`config.mk`:
```
export PLATFORM = sky130hd
export DESIGN_NAME = issue_window_flat
export DESIGN_NICKNAME = d
export VERILOG_FILES = /design/src/rtl/issue_window.sv /design/src/rtl/issue_window_if.sv /design/src/flat_wrapper.sv
export SDC_FILE = /design/constraint.sdc
export NUM_CORES = 1
export LEC_CHECK = 0
export BUFFER_PORTS_ARGS = -buffer_cell sky130_fd_sc_hd__buf_4
export CORE_MARGIN = 2
export CORE_UTILIZATION = 55
export CTS_BUF_LIST = sky130_fd_sc_hd__clkbuf_8
export DETAILED_ROUTE_END_ITERATION = 12
export GPL_ROUTABILITY_DRIVEN = 1
export HOLD_SLACK_MARGIN = 0.15
export PLACE_DENSITY = 0.74
export SYNTH_ARGS = -nofsm -noshare
export SYNTH_HDL_FRONTEND = slang
export SYNTH_SLANG_ARGS = --single-unit
```
`constraint.sdc`:
```
create_clock -name clk -period 13.7 [get_ports clk]
set_clock_uncertainty 0.05 [all_clocks]
set_input_delay 2.74 -clock clk [delete_from_list [all_inputs] [get_ports clk]]
set_output_delay 2.74 -clock clk [all_outputs]
set_load 0.01 [all_outputs]
```
`src/rtl/issue_window.sv`:
```
// Circular instruction queue selecting an in-order N-way issue group from the head each cycle.
// Optional ISSUE_WINDOW_STATS_EN adds group-size / empty-cycle counters.
package issue_window_pkg;
    // Field order matches the enq_cls lane layout {priv,cmov,jump,store,load,delayslot}.
    typedef struct packed {
        logic       priv;
        logic       cmov;
        logic       jump;
        logic       store;
        logic       load;
        logic       dslot;
        logic       we;
        logic [4:0] waddr;
        logic [4:0] raddr1;
        logic [4:0] raddr2;
    } iw_meta_t;
endpackage

// Pairing check for slot K against slots 0..K-1 (validity of earlier slots handled by the caller).
module iw_slot_chk
    import issue_window_pkg::*;
#(
    parameter int K = 1
) (
    input  iw_meta_t [K:0] win,
    output logic           ok
);
    int   mem_cnt;
    logic unused_bits;

    always_comb begin
        ok          = !(win[K].jump || win[K].priv);
        mem_cnt     = 0;
        unused_bits = ^{win[K].dslot, win[K].we, win[K].waddr};
        for (int j = 0; j <= K; j++)
            if (win[j].load || win[j].store) mem_cnt++;
        if (mem_cnt > 1) ok = 1'b0;
        for (int j = 0; j < K; j++) begin
            unused_bits = unused_bits ^ (^{win[j].cmov, win[j].raddr1, win[j].raddr2});
            if (win[j].jump || win[j].priv || win[j].dslot) ok = 1'b0;
            // RAW is only fatal when the consumer is a cmov or the producer is a load.
            if (win[j].we && win[j].waddr != 5'd0 &&
                (win[j].waddr == win[K].raddr1 || win[j].waddr == win[K].raddr2) &&
                (win[K].cmov || win[j].load))
                ok = 1'b0;
        end
    end
endmodule

module issue_window
    import issue_window_pkg::*;
#(
    parameter int DEPTH       = 8,
    parameter int ENQ_WIDTH   = 2,
    parameter int ISSUE_WIDTH = 2,
    parameter int PAYLOAD_W   = 64
) (
    input  logic        clk,
    input  logic        rst_n,
    input  logic        flush,
    issue_window_if.slave bus
`ifdef ISSUE_WINDOW_STATS_EN
    ,
    output logic [31:0] stat_full_grp,
    output logic [31:0] stat_partial_grp,
    output logic [31:0] stat_empty
`endif
);
    localparam int AW = $clog2(DEPTH);
    localparam int CW = AW + 1;

    logic [AW-1:0]              head_q, tail_q;
    logic [CW-1:0]              count_q;
    logic [PAYLOAD_W-1:0]       pay_mem  [DEPTH];
    iw_meta_t                   meta_mem [DEPTH];
    iw_meta_t [ISSUE_WIDTH-1:0] win;
    logic [ISSUE_WIDTH-1:0]     slot_ok;
    logic [ISSUE_WIDTH-1:0]     iss_vld;
    logic [CW-1:0]              n_enq, n_iss;
    logic                       enq_fire, iss_fire;

    generate
        for (genvar k = 0; k < ISSUE_WIDTH; k++) begin : g_slot
            logic [AW-1:0] idx;
            assign idx                = head_q + AW'(k);
            assign win[k]             = meta_mem[idx];
            assign bus.iss_payload[k] = pay_mem[idx];
            if (k == 0) begin : g_head
                assign slot_ok[k] = 1'b1;
            end else begin : g_pair
                iw_slot_chk #(.K(k)) u_chk (.win(win[k:0]), .ok(slot_ok[k]));
            end
        end
    endgenerate

    // Thermometer chain: a slot can only join when every earlier slot joined.
    always_comb begin
        iss_vld    = '0;
        iss_vld[0] = !flush && count_q != '0;
        for (int k = 1; k < ISSUE_WIDTH; k++)
            iss_vld[k] = iss_vld[k-1] && count_q > CW'(k) && slot_ok[k];
    end

    assign bus.iss_valid = iss_vld;
    assign bus.enq_ready = count_q <= CW'(DEPTH - ENQ_WIDTH);
    assign enq_fire      = bus.enq_ready && |bus.enq_valid && !flush;
    assign iss_fire      = bus.iss_ready && iss_vld[0];

    always_comb begin
        n_enq = '0;
        n_iss = '0;
        for (int l = 0; l < ENQ_WIDTH; l++)
            if (enq_fire && bus.enq_valid[l]) n_enq = n_enq + CW'(1);
        for (int k = 0; k < ISSUE_WIDTH; k++)
            if (iss_fire && iss_vld[k]) n_iss = n_iss + CW'(1);
    end

    // Lanes are contiguous from lane 0, so lane l lands at tail+l.
    always_ff @(posedge clk) begin
        for (int l = 0; l < ENQ_WIDTH; l++) begin
            if (enq_fire && bus.enq_valid[l]) begin
                pay_mem[tail_q + AW'(l)]  <= bus.enq_payload[l];
                meta_mem[tail_q + AW'(l)] <= iw_meta_t'({bus.enq_cls[l], bus.enq_we[l], bus.enq_waddr[l],
                                                         bus.enq_raddr1[l], bus.enq_raddr2[l]});
            end
        end
    end

    always_ff @(posedge clk or negedge rst_n) begin
        if (!rst_n) begin
            head_q  <= '0;
            tail_q  <= '0;
            count_q <= '0;
        end else if (flush) begin
            head_q  <= '0;
            tail_q  <= '0;
            count_q <= '0;
        end else begin
            head_q  <= head_q + n_iss[AW-1:0];
            tail_q  <= tail_q + n_enq[AW-1:0];
            count_q <= count_q + n_enq - n_iss;
        end
    end

`ifdef ISSUE_WINDOW_STATS_EN
    always_ff @(posedge clk or negedge rst_n) begin
        if (!rst_n) begin
            stat_full_grp    <= '0;
            stat_partial_grp <= '0;
            stat_empty       <= '0;
        end else if (!flush) begin
            if (iss_fire && n_iss == CW'(ISSUE_WIDTH)) stat_full_grp    <= stat_full_grp + 32'd1;
            if (iss_fire && n_iss != CW'(ISSUE_WIDTH)) stat_partial_grp <= stat_partial_grp + 32'd1;
            if (count_q == '0)                         stat_empty       <= stat_empty + 32'd1;
        end
    end
`endif
endmodule
```
`src/rtl/issue_window_if.sv`:
```
// Decode -> issue handshake bundle for issue_window: enqueue lanes in, issue group out.
interface issue_window_if #(
    parameter int ENQ_WIDTH   = 2,
    parameter int ISSUE_WIDTH = 2,
    parameter int PAYLOAD_W   = 64
);
    logic [ENQ_WIDTH-1:0]                  enq_valid;
    logic                                  enq_ready;
    logic [ENQ_WIDTH-1:0][PAYLOAD_W-1:0]   enq_payload;
    logic [ENQ_WIDTH-1:0][5:0]             enq_cls;
    logic [ENQ_WIDTH-1:0]                  enq_we;
    logic [ENQ_WIDTH-1:0][4:0]             enq_waddr;
    logic [ENQ_WIDTH-1:0][4:0]             enq_raddr1;
    logic [ENQ_WIDTH-1:0][4:0]             enq_raddr2;
    logic [ISSUE_WIDTH-1:0]                iss_valid;
    logic [ISSUE_WIDTH-1:0][PAYLOAD_W-1:0] iss_payload;
    logic                                  iss_ready;

    modport master (
        output enq_valid, enq_payload, enq_cls, enq_we, enq_waddr, enq_raddr1, enq_raddr2, iss_ready,
        input  enq_ready, iss_valid, iss_payload
    );
    modport slave (
        input  enq_valid, enq_payload, enq_cls, enq_we, enq_waddr, enq_raddr1, enq_raddr2, iss_ready,
        output enq_ready, iss_valid, iss_payload
    );
endinterface

```
`src/flat_wrapper.sv`:
```
// flat-port wrapper written by rule: the top's interface ports become plain ports
module issue_window_flat import issue_window_pkg::*;
#(
    parameter int DEPTH       = 8,
    parameter int ENQ_WIDTH   = 2,
    parameter int ISSUE_WIDTH = 2,
    parameter int PAYLOAD_W   = 64
)
  (clk, rst_n, flush, bus_enq_valid, bus_enq_payload, bus_enq_cls, bus_enq_we, bus_enq_waddr, bus_enq_raddr1, bus_enq_raddr2, bus_iss_ready, bus_enq_ready, bus_iss_valid, bus_iss_payload);
  issue_window_if #(.ENQ_WIDTH(ENQ_WIDTH), .ISSUE_WIDTH(ISSUE_WIDTH), .PAYLOAD_W(PAYLOAD_W)) bus_i ();
  input  logic clk;
  input  logic rst_n;
  input  logic flush;
  input wire logic [$bits(bus_i.enq_valid)-1:0] bus_enq_valid;
  input wire logic [$bits(bus_i.enq_payload)-1:0] bus_enq_payload;
  input wire logic [$bits(bus_i.enq_cls)-1:0] bus_enq_cls;
  input wire logic [$bits(bus_i.enq_we)-1:0] bus_enq_we;
  input wire logic [$bits(bus_i.enq_waddr)-1:0] bus_enq_waddr;
  input wire logic [$bits(bus_i.enq_raddr1)-1:0] bus_enq_raddr1;
  input wire logic [$bits(bus_i.enq_raddr2)-1:0] bus_enq_raddr2;
  input wire logic [$bits(bus_i.iss_ready)-1:0] bus_iss_ready;
  output wire logic [$bits(bus_i.enq_ready)-1:0] bus_enq_ready;
  output wire logic [$bits(bus_i.iss_valid)-1:0] bus_iss_valid;
  output wire logic [$bits(bus_i.iss_payload)-1:0] bus_iss_payload;
  assign bus_i.enq_valid = bus_enq_valid;
  assign bus_i.enq_payload = bus_enq_payload;
  assign bus_i.enq_cls = bus_enq_cls;
  assign bus_i.enq_we = bus_enq_we;
  assign bus_i.enq_waddr = bus_enq_waddr;
  assign bus_i.enq_raddr1 = bus_enq_raddr1;
  assign bus_i.enq_raddr2 = bus_enq_raddr2;
  assign bus_i.iss_ready = bus_iss_ready;
  assign bus_enq_ready = bus_i.enq_ready;
  assign bus_iss_valid = bus_i.iss_valid;
  assign bus_iss_payload = bus_i.iss_payload;
  issue_window #(.DEPTH(DEPTH), .ENQ_WIDTH(ENQ_WIDTH), .ISSUE_WIDTH(ISSUE_WIDTH), .PAYLOAD_W(PAYLOAD_W)) u_core (.clk(clk), .rst_n(rst_n), .flush(flush), .bus(bus_i));
endmodule
```
==> results of run 1 <==
[tightest hold or removal path, delay by kind of cell, from the launching register on]
family / cells / cell delay [ns]
xor gates and xnor gates: 1 / 0.09
and+or+nand+nor: 1 / 0.09
DFF: 1 / 0.45
[through the flow]
step	cell area (µm²)	std cells	hold slack (ns)	total power [mW]
2_1_floorplan	39200	2352	0.534	3.94
3_3_place_gp	42400	3464	0.578	4.54
3_5_place_dp	42400	3464	0.593	4.59
4_1_cts	44400	3683	0.612	6.26
5_1_grt	44400	3687	0.674	6.48
6_report	44500	3689	0.622	6.22
[final timing paths]
check	startpoint	to	slack, ns	depth (start not counted)
setup / recovery	u_core.head_q[0]	bus_iss_valid[1]	5.41	11
hold / removal	u_core.tail_q[2]	u_core.tail_q[2]	0.62	2
setup reg to reg	u_core.head_q[0]	u_core.count_q[3]	7.32	18
hold reg to reg	u_core.tail_q[2]	u_core.tail_q[2]	0.62	2
max in group asynchronous	rst_n	u_core.head_q[0]	11.61	1
min in group asynchronous	rst_n	u_core.count_q[0]	1.79	1
[cell families (layout without fill, tap and decap cells)]
family | after synthesis | after routing | synth area share
other | 0 | 6 | 0
XOR/XNOR | 18 | 18 | 0.00440
flip-flops | 698 | 698 | 0.533
multiplexers | 1077 | 1077 | 0.390
AND/OR/NAND/NOR | 311 | 311 | 0.0362
buffers and inverters | 192 | 583 | 0.0236
adder cells (fa/ha/maj) | 16 | 16 | 0.00587
AO/OA/AOI/OAI | 40 | 40 | 0.00712
[registers in the layout, indices dropped and copies added (netlist names)]
name / cells
u_core.count_q: 4
u_core.head_q: 3
u_core.meta_mem: 176
u_core.pay_mem: 512
u_core.tail_q: 3
[layout by cell type (no fill, tap or decap), types with 4 or more instances in the layout]
master	netlist	routed
mux2_2	759	759
edfxtp_1	688	688
buf_4	8	351
mux4_2	283	283
nand2_1	203	201
clkbuf_8	0	120
inv_1	11	62
mux2i_1	35	35
clkinv_1	1	32
nor3b_1	21	21
nor3_1	20	20
nor2_1	18	18
ha_1	12	11
clkinv_2	0	11
nor2b_1	10	10
nand3b_1	10	10
xnor2_1	9	9
a21oi_1	8	8
xor2_1	7	7
dfrtp_1	10	7
diode_2	0	6
nand4_1	6	6
a22oi_1	5	5
and2_1	6	4
o311ai_0	4	4
a211oi_1	4	4
o21bai_4	0	4
fa_1	4	4
[power groups by stage]
| stage | sequential [mW] | combinational (mW) | clock (mW) |
|---|---|---|---|
| after floorplan | 2.66 | 1.28 | 0 |
| after global placement | 2.66 | 1.88 | 0 |
| after detailed placement | 2.68 | 1.91 | 0 |
| after CTS | 2.63 | 1.92 | 1.71 |
| after global routing | 2.65 | 2.03 | 1.80 |
| final | 2.63 | 1.90 | 1.68 |
[cell type report]
| cell class | count | area, µm² |
|---|---|---|
| diodes | 6 | 15.0 |
| clock buffers | 120 | 1650 |
| clock inverters | 99 | 433 |
| fillers | 5025 | 25800 |
| inverters | 12 | 45.0 |
| multi-input cells | 1462 | 17600 |
| flip-flops and latches | 698 | 20900 |
| well taps | 940 | 1180 |
| repair buffers | 352 | 2660 |
[synthesized netlist by cell type (2+ instances only)]
master,n,area [µm²]
clkbuf_1,43,161
nor3b_1,21,158
xor2_1,7,61.3
xnor2_1,9,78.8
inv_1,11,41.3
o21ai_0,5,25.0
nor2_1,18,67.6
o311ai_0,4,35.0
buf_1,23,86.3
nand4_1,6,37.5
mux2i_1,35,350
mux2_2,759,8550
buf_6,4,45.0
o21bai_1,4,30.0
fa_1,4,80.1
edfxtp_1,688,20700
buf_2,101,505
ha_1,12,150
mux4_2,283,6370
dfrtp_1,10,250
o211ai_1,2,15.0
a21oi_1,8,40.0
buf_4,8,60.1
nor2b_1,10,62.6
and3_1,5,31.3
a211oi_1,4,30.0
nand2_1,203,762
nor3_1,20,100
o31ai_1,2,15.0
nand2b_1,3,18.8
a22oi_1,5,37.5
a31oi_1,3,18.8
nor4_1,3,18.8
nand3b_1,10,75.1
and2_1,6,37.5
nand3_1,2,10.0
[layer usage]
layer / track usage / part of all wire / vias to the layer above
li1: - / - / 10100
met1: 0.390 / 0.39 / 12500
met2: 0.488 / 0.50 / 1082
met3: 0.0643 / 0.083 / 201
met4: 0.0964 / 0.027 / 24
met5: 0 / 0.0014 / -
==> metrics.md, run 1 <==
| Metric | Value |
|---|---|
| Post-synth ARST share | 0.0143 |
| Worst setup EP type | primary output |
| Final setup vio count | 0 |
| Hold buffers post-CTS | 0 |
| Die Span Y | 271 µm |
| RSZ-0062 raised after global routing | false |
| Post-Synthesis Cells | 2352 |
| HPWL Detailed | 60.3 mm |
| Sequential share of power | 0.423 |
| EDFF count, synth | 688 |
| First-pass GRT wire length | 161 mm |
| H-tree levels | 3 |
| Worst vdd ir | 0.0984 mV |
| Internal power | 4.34 mW |
| Core area | 70300 µm² |
| Tightest Hold Check Type | reg -> reg |
| Max-slew violations | 0 |
| Vias in the first global route | 25300 |
| Buf/Inv on CP | 3 |
| Switch share | 0.303 |
| Hold Vio Cnt, Final | 0 |
| Setup crit start kind | register |
| Die area | 73400 µm² |
| Per-cell routed wire length | 29.5 µm |
| Largest net degree at the start of global routing | 145 |
| Pwr dens | 140 nW/µm² |
| Max Buffers Root-to-Sink | 3 |
| Dpl ws | 6.03 ns |
| Nets | 2836 |
| Fin Setup TNS | 0 ns |
| Combinational share of power | 0.306 |
| Antenna violations before repair | 18 |
| DRT Pass-1 Iters | 5 |
| Critical path required time | 10.91 ns |
| Worst-skew pair later-pin latency | 0.73 ns |
| CP max stage delay | 0.88 ns |
| Avg Cell Area, Syn | 16.7 µm² |
| DR vias/cell | 6.49 |
| Most used cell, CP | buf_4 |
| Area Overhead vs Synth | 13.4% |
| Routed vias | 23900 |
| I/O pin cnt | 309 |
| Crit path max-delay cell type | buf_4 |
| IO buf count | 308 |
| Critical path cell sequence | ha_4 -> buf_4 -> buf_4 -> nor3b_1 -> mux2i_1 -> nand4_1 -> xnor2_1 -> nand4_1 -> o22ai_2 -> nor2_1 -> buf_4 |
| Worst-margin pin slew | 1.18 ns |
| Final ANT Viol Nets | 0 |
| Iteration-0 DRC Markers | 2188 |
| Layout cells sized above 1 | 0.567 |
| Post-CTS sizing | 0 |
| Clock share of power | 0.271 |
| Syn. warnings | 0 |
| Rows | 97 |
| Reg clk slew, reported paths | 0.06 ns |
| Total CTS buffers | 116 |
| Slew headroom | 0.215 |
| DRC errors left | 0 |
| Fmax | 121 MHz |
| P_leak | 15.0 nW |
| Synthesized area | 39200 µm² |
| Cell family with most CP delay | buffers and inverters |
| Max-cap viol count | 0 |
| Ys flop type | edfxtp_1 |
| CTS root buf | clkbuf_8 |
| Total length of routed wires | 109 mm |
| Sw Pwr | 1.88 mW |
| Chip width | 271 µm |
| Gpl congestion | 0.770 |
| Post-CTS setup buffer count | 0 |
| Yosys cell types | 47 |
| CTS tree | built |
| Sequential element share of the synthesized area | 0.533 |
| Setup ws final | 5.41 ns |
| CP Class | reg -> out |
| Worst EP arrival | 5.50 ns |
| Final min period | 8.29 ns |
| Syn_nets | 2546 |
| Initial core utilization | 0.558 |
| #FFs+latches synth | 698 |
| GRT overflow | 0 |
| Crit share post-route | 0.605 |
| Total GRT Usage | 0.295 |
| Num Clock Sinks | 698 |
| Status | completed |
| Layout Utilization | 0.633 |
| Crit Path Max Fanout | 68 |
No activity file was read; power rests on OpenSTA's default activity.
==> run 2, diff against run 1 <==
PLACE_DENSITY = 0.77   (was 0.74)
clock period = 7 ns   (was 13.7 ns; I/O delays follow)
==> metrics.md, run 2 (same netlist as run 1, synthesis figures left out) <==
| Metric | Value |
|---|---|
| Status | completed |
| FF+latch area | 20900 µm² |
| Setup crit start kind | register |
| Crit Path Max Fanout | 171 |
| Iteration-0 DRC Markers | 2447 |
| Chip width | 271 µm |
| Hold Vio Cnt, Final | 0 |
| Worst vdd ir | 0.178 mV |
| Core area | 70300 µm² |
| RSZ-0062 raised after global routing | false |
| Post-CTS setup buffer count | 0 |
| Max-cap viol count | 0 |
| H-tree levels | 3 |
| Post-CTS sizing | 0 |
| Worst Setup EP | bus_iss_valid[1] |
| Hold buffers post-CTS | 0 |
| Die area | 73400 µm² |
| Biggest regs | u_core.pay_mem x512, u_core.meta_mem x176, u_core.count_q x4 |
| Die Span Y | 271 µm |
| Setup ws final | 0.979 ns |
| Most frequent cells in the layout | mux2_2, edfxtp_1, buf_4, mux4_2, nand2_1 |
| Crit Reg-Reg Startpoint | u_core.head_q[0] |
| Max Buffers Root-to-Sink | 3 |
| Worst setup EP type | primary output |
| GRT overflow | 0 |
| Final min period | 6.02 ns |
| Worst-skew pair later-pin latency | 0.72 ns |
| Per-cell routed wire length | 29.4 µm |
| Fin Setup TNS | 0 ns |
| Vias in the first global route | 25700 |
| Worst EP arrival | 4.57 ns |
| I/O pin cnt | 309 |
| Total length of routed wires | 108 mm |
| Gpl congestion | 0.831 |
| Routed vias | 24100 |
| IO buf count | 308 |
| Nets | 2830 |
| Total GRT Usage | 0.294 |
| CTS root buf | clkbuf_8 |
| P_leak | 15.0 nW |
| Final ANT Viol Nets | 0 |
| Reg clk slew, reported paths | 0.06 ns |
| CTS tree | built |
| DRT Pass-1 Iters | 7 |
| Crit share post-route | 0.860 |
| Worst reg2reg endpoint | u_core.count_q[3] |
| R2r setup slk | 1.63 ns |
| Area of the multi-input gates | 17600 µm² |
| First-pass GRT wire length | 160 mm |
| WHS | 0.456 ns |
| Worst-margin pin slew | 1.18 ns |
| Total CTS buffers | 116 |
| DRC errors left | 0 |
| HPWL Detailed | 59.7 mm |
| Max reg flops | 512 |
| Most common cell after layout, fill and taps aside | mux2_2 |
| Fillcell total | 5060 |
| Max-slew violations | 0 |
| Tightest Hold Check Type | in -> async |
| Layout cells sized above 1 | 0.569 |
| Initial core utilization | 0.558 |
| Rows | 97 |
| Num Clock Sinks | 698 |
| Pwr dens | 272 nW/µm² |
| Critical path required time | 5.55 ns |
| Dpl ws | 1.63 ns |
| Antenna violations before repair | 26 |
| Largest net degree at the start of global routing | 172 |
| Final setup vio count | 0 |
| Fmax | 166 MHz |
| Slew headroom | 0.215 |
| Critical Path Source | u_core.head_q[0] |
| FF-to-FF path depth | 15 |
| Area Overhead vs Synth | 13.4% |
| Largest Register | u_core.pay_mem |
| CP Class | reg -> out |
| DR vias/cell | 6.56 |
==> run 2: cell types whose count changed in the layout (fill, tap and decap cells not counted), moves of 3 or more <==
cell	delta
clkinv_2	+3
buf_12	+8
diode_2	+9
inv_1	-6
buf_4	-14
clkinv_1	-4
==> run 2: layout make-up <==
class | instances | area share
sequential | 698 | 0.470
multi-input combinational | 1462 | 0.395
timing repair buffer | 346 | 0.0609
clock buffer | 119 | 0.0368
tap | 940 | 0.0264
clock inverter | 91 | 0.00861
inverter | 12 | 0.00101
antenna | 15 | 0.000844
==> run 2: worst max-delay path, cell delays in order, from the launching register on <==
cell     delay (ns)
dfrtp_4        0.73
buf_12         0.61
mux4_2         0.61
mux2i_1        0.40
a21oi_1        0.10
or4_1          0.57
o22ai_2        0.24
nor2_1         0.15
buf_4          0.17
==> run 2: worst min-delay path by stage <==
stage | start | end | slack (ns)
after floorplan | u_core.tail_q[2] | u_core.tail_q[2] | 0.53
after global placement | u_core.tail_q[2] | u_core.tail_q[2] | 0.58
after detailed placement | u_core.tail_q[2] | u_core.tail_q[2] | 0.58
after CTS | rst_n | u_core.head_q[2] | 0.41
after global routing | rst_n | u_core.head_q[2] | 0.44
final | rst_n | u_core.head_q[2] | 0.46
==> run 2: power by group <==
group          internal, mW  leakage, nW  switching (mW)
registers              5.00         6.36           0.147
clock network          1.57         1.20            1.63
logic                  1.88         7.43            1.88
==> run 2: stage by stage <==
step	area [µm²]	util	power, mW	cells
floorplan	39200	-	7.70	2352
global placement	42400	0.603	8.90	3458
detailed placement	42400	0.603	8.99	3458
CTS	44400	0.632	12.2	3668
global route	44500	0.633	12.6	3679
finish	44500	0.633	12.1	3683
==> run 2: layer usage <==
metal | global-route usage | up-vias | share of wire
li1 | - | 10200 | -
met3 | 0.0620 | 236 | 0.091
met2 | 0.479 | 1148 | 0.49
met5 | 0 | - | 0.0019
met4 | 0.116 | 30 | 0.029
met1 | 0.390 | 12600 | 0.39
==> run 3, diff against run 2 <==
CORE_ASPECT_RATIO = 1.2   (was not set)
==> metrics.md, run 3 (same netlist as run 1, synthesis figures left out) <==
| Metric | Value |
|---|---|
| CTS tree | built |
| Hold buffers post-CTS | 0 |
| DP Cell Count | 3443 |
| Crit Reg-Reg Startpoint | u_core.head_q[0] |
| Largest Register | u_core.pay_mem |
| Crit share post-route | 0.865 |
| Antenna violations before repair | 24 |
| Per-cell routed wire length | 29.4 µm |
| H-tree levels | 3 |
| RSZ-0062 raised after global routing | false |
| Num Clock Sinks | 698 |
| Most used cell, CP | buf_4 |
| HPWL Detailed | 60.8 mm |
| Post-CTS sizing | 0 |
| IO buf count | 308 |
| Total GRT Usage | 0.292 |
| Area post-placement | 42400 µm² |
| Final min period | 6.05 ns |
| Die area | 73400 µm² |
| Non-Filler Instances | 3659 |
| Worst EP arrival | 4.60 ns |
| Slew headroom | 0.199 |
| Total CTS buffers | 113 |
| Final ANT Viol Nets | 0 |
| Chip width | 248 µm |
| CP Class | reg -> out |
| Power Total | 12.1 mW |
| Layout Utilization | 0.627 |
| Max-cap viol count | 0 |
| Layout cells sized above 1 | 0.569 |
| Gpl congestion | 0.788 |
| Post-CTS setup buffer count | 0 |
| Most frequent cells in the layout | mux2_2, edfxtp_1, buf_4, mux4_2, nand2_1 |
| FF-to-FF path depth | 17 |
| Worst vdd ir | 0.186 mV |
| DR vias/cell | 6.52 |
| DRC errors left | 0 |
| R2r setup slk | 1.54 ns |
| I/O pin cnt | 309 |
| Vias in the first global route | 25200 |
| Largest net degree at the start of global routing | 162 |
| Crit Path Max Fanout | 54 |
| Setup ws final | 0.947 ns |
| Status | completed |
| Routed vias | 23900 |
| Worst reg2reg endpoint | u_core.count_q[3] |
| Iteration-0 DRC Markers | 2103 |
| Critical path required time | 5.55 ns |
| Core area | 70800 µm² |
| Worst-skew pair later-pin latency | 0.77 ns |
| Setup crit start kind | register |
| Total length of routed wires | 108 mm |
| Hold Vio Cnt, Final | 0 |
| P_leak | 14.9 nW |
| Buf/Inv on CP | 2 |
| Nets | 2826 |
| Biggest regs | u_core.pay_mem x512, u_core.meta_mem x176, u_core.count_q x4 |
| WHS | 0.431 ns |
| DRT Pass-1 Iters | 5 |
| Initial core utilization | 0.554 |
| Fin Setup TNS | 0 ns |
| Reg clk slew, reported paths | 0.07 ns |
| Post-route cell area | 44400 µm² |
| Max reg flops | 512 |
| Dpl ws | 1.54 ns |
| Rows | 107 |
| CP max stage delay | 0.92 ns |
| Crit path max-delay cell type | ha_4 |
| Area Overhead vs Synth | 13.3% |
| Die Span Y | 296 µm |
| First-pass GRT wire length | 157 mm |
| Fmax | 165 MHz |
| Final setup vio count | 0 |
| Worst-margin pin slew | 1.20 ns |
| Max Buffers Root-to-Sink | 3 |
| CTS root buf | clkbuf_8 |
| Max-slew violations | 0 |
| Worst setup EP type | primary output |
| Cell family with most CP delay | adder cells |
| GRT overflow | 0 |
| Critical path cell sequence | ha_4 -> buf_4 -> nor3_1 -> mux2i_1 -> nand4_1 -> xor2_1 -> or4_1 -> o22ai_2 -> nor2_1 -> buf_4 |
| Pwr dens | 273 nW/µm² |
| Tightest Hold Check Type | in -> async |
| Most common cell after layout, fill and taps aside | mux2_2 |
-- run 3: report_power, final --
group / leakage [nW] / switching [mW] / total, mW / internal [mW]
registers: 6.36 / 0.156 / 5.15 / 5.00
logic: 7.42 / 1.84 / 3.71 / 1.88
clock network: 1.16 / 1.68 / 3.26 / 1.58
total: 14.9 / 3.67 / 12.1 / 8.46
-- run 3: worst register-to-register path, cell delays in order, from the launching register on --
cell,delay [ns]
dfrtp_4,0.71
ha_4,0.95
buf_4,0.59
nor3_1,0.13
mux2i_1,0.18
nand4_1,0.17
xor2_1,0.18
or4_1,0.44
o22ai_2,0.23
nor3b_1,0.09
ha_1,0.24
fa_1,0.52
inv_1,0.07
ha_1,0.27
a21o_1,0.16
a21oi_1,0.17
xnor2_1,0.13
nor2_1,0.06
-- run 3: per-layer routing --
layer	vias up	GRT usage	wire [µm]
li1	10100	-	-
met1	12400	0.356	39600
met2	1025	0.511	56100
met3	239	0.0628	8380
met4	30	0.106	3440
met5	-	0	196
-- run 3: how the worst max path moves through the flow --
stage / startpoint / to / slack, ns / depth (start not counted)
3_3_place_gp: u_core.head_q[0] / u_core.count_q[3] / 1.55 / 17
2_1_floorplan: flush / u_core.meta_mem[7][0] / 0.58 / 4
5_1_grt: u_core.head_q[0] / bus_iss_valid[1] / 0.62 / 9
6_report: u_core.head_q[0] / bus_iss_valid[1] / 0.95 / 10
4_1_cts: u_core.head_q[0] / bus_iss_valid[1] / 0.82 / 10
3_5_place_dp: u_core.head_q[0] / u_core.count_q[3] / 1.54 / 17
-- run 3: layout make-up --
class,instances,area [µm²]
repair buffers,345,2680
inverters,12,45.0
clock inverters,94,474
multi-input cells,1462,17600
diodes,9,22.5
clock buffers,113,1560
fillers,5240,26400
flip-flops and latches,698,20900
well taps,926,1160
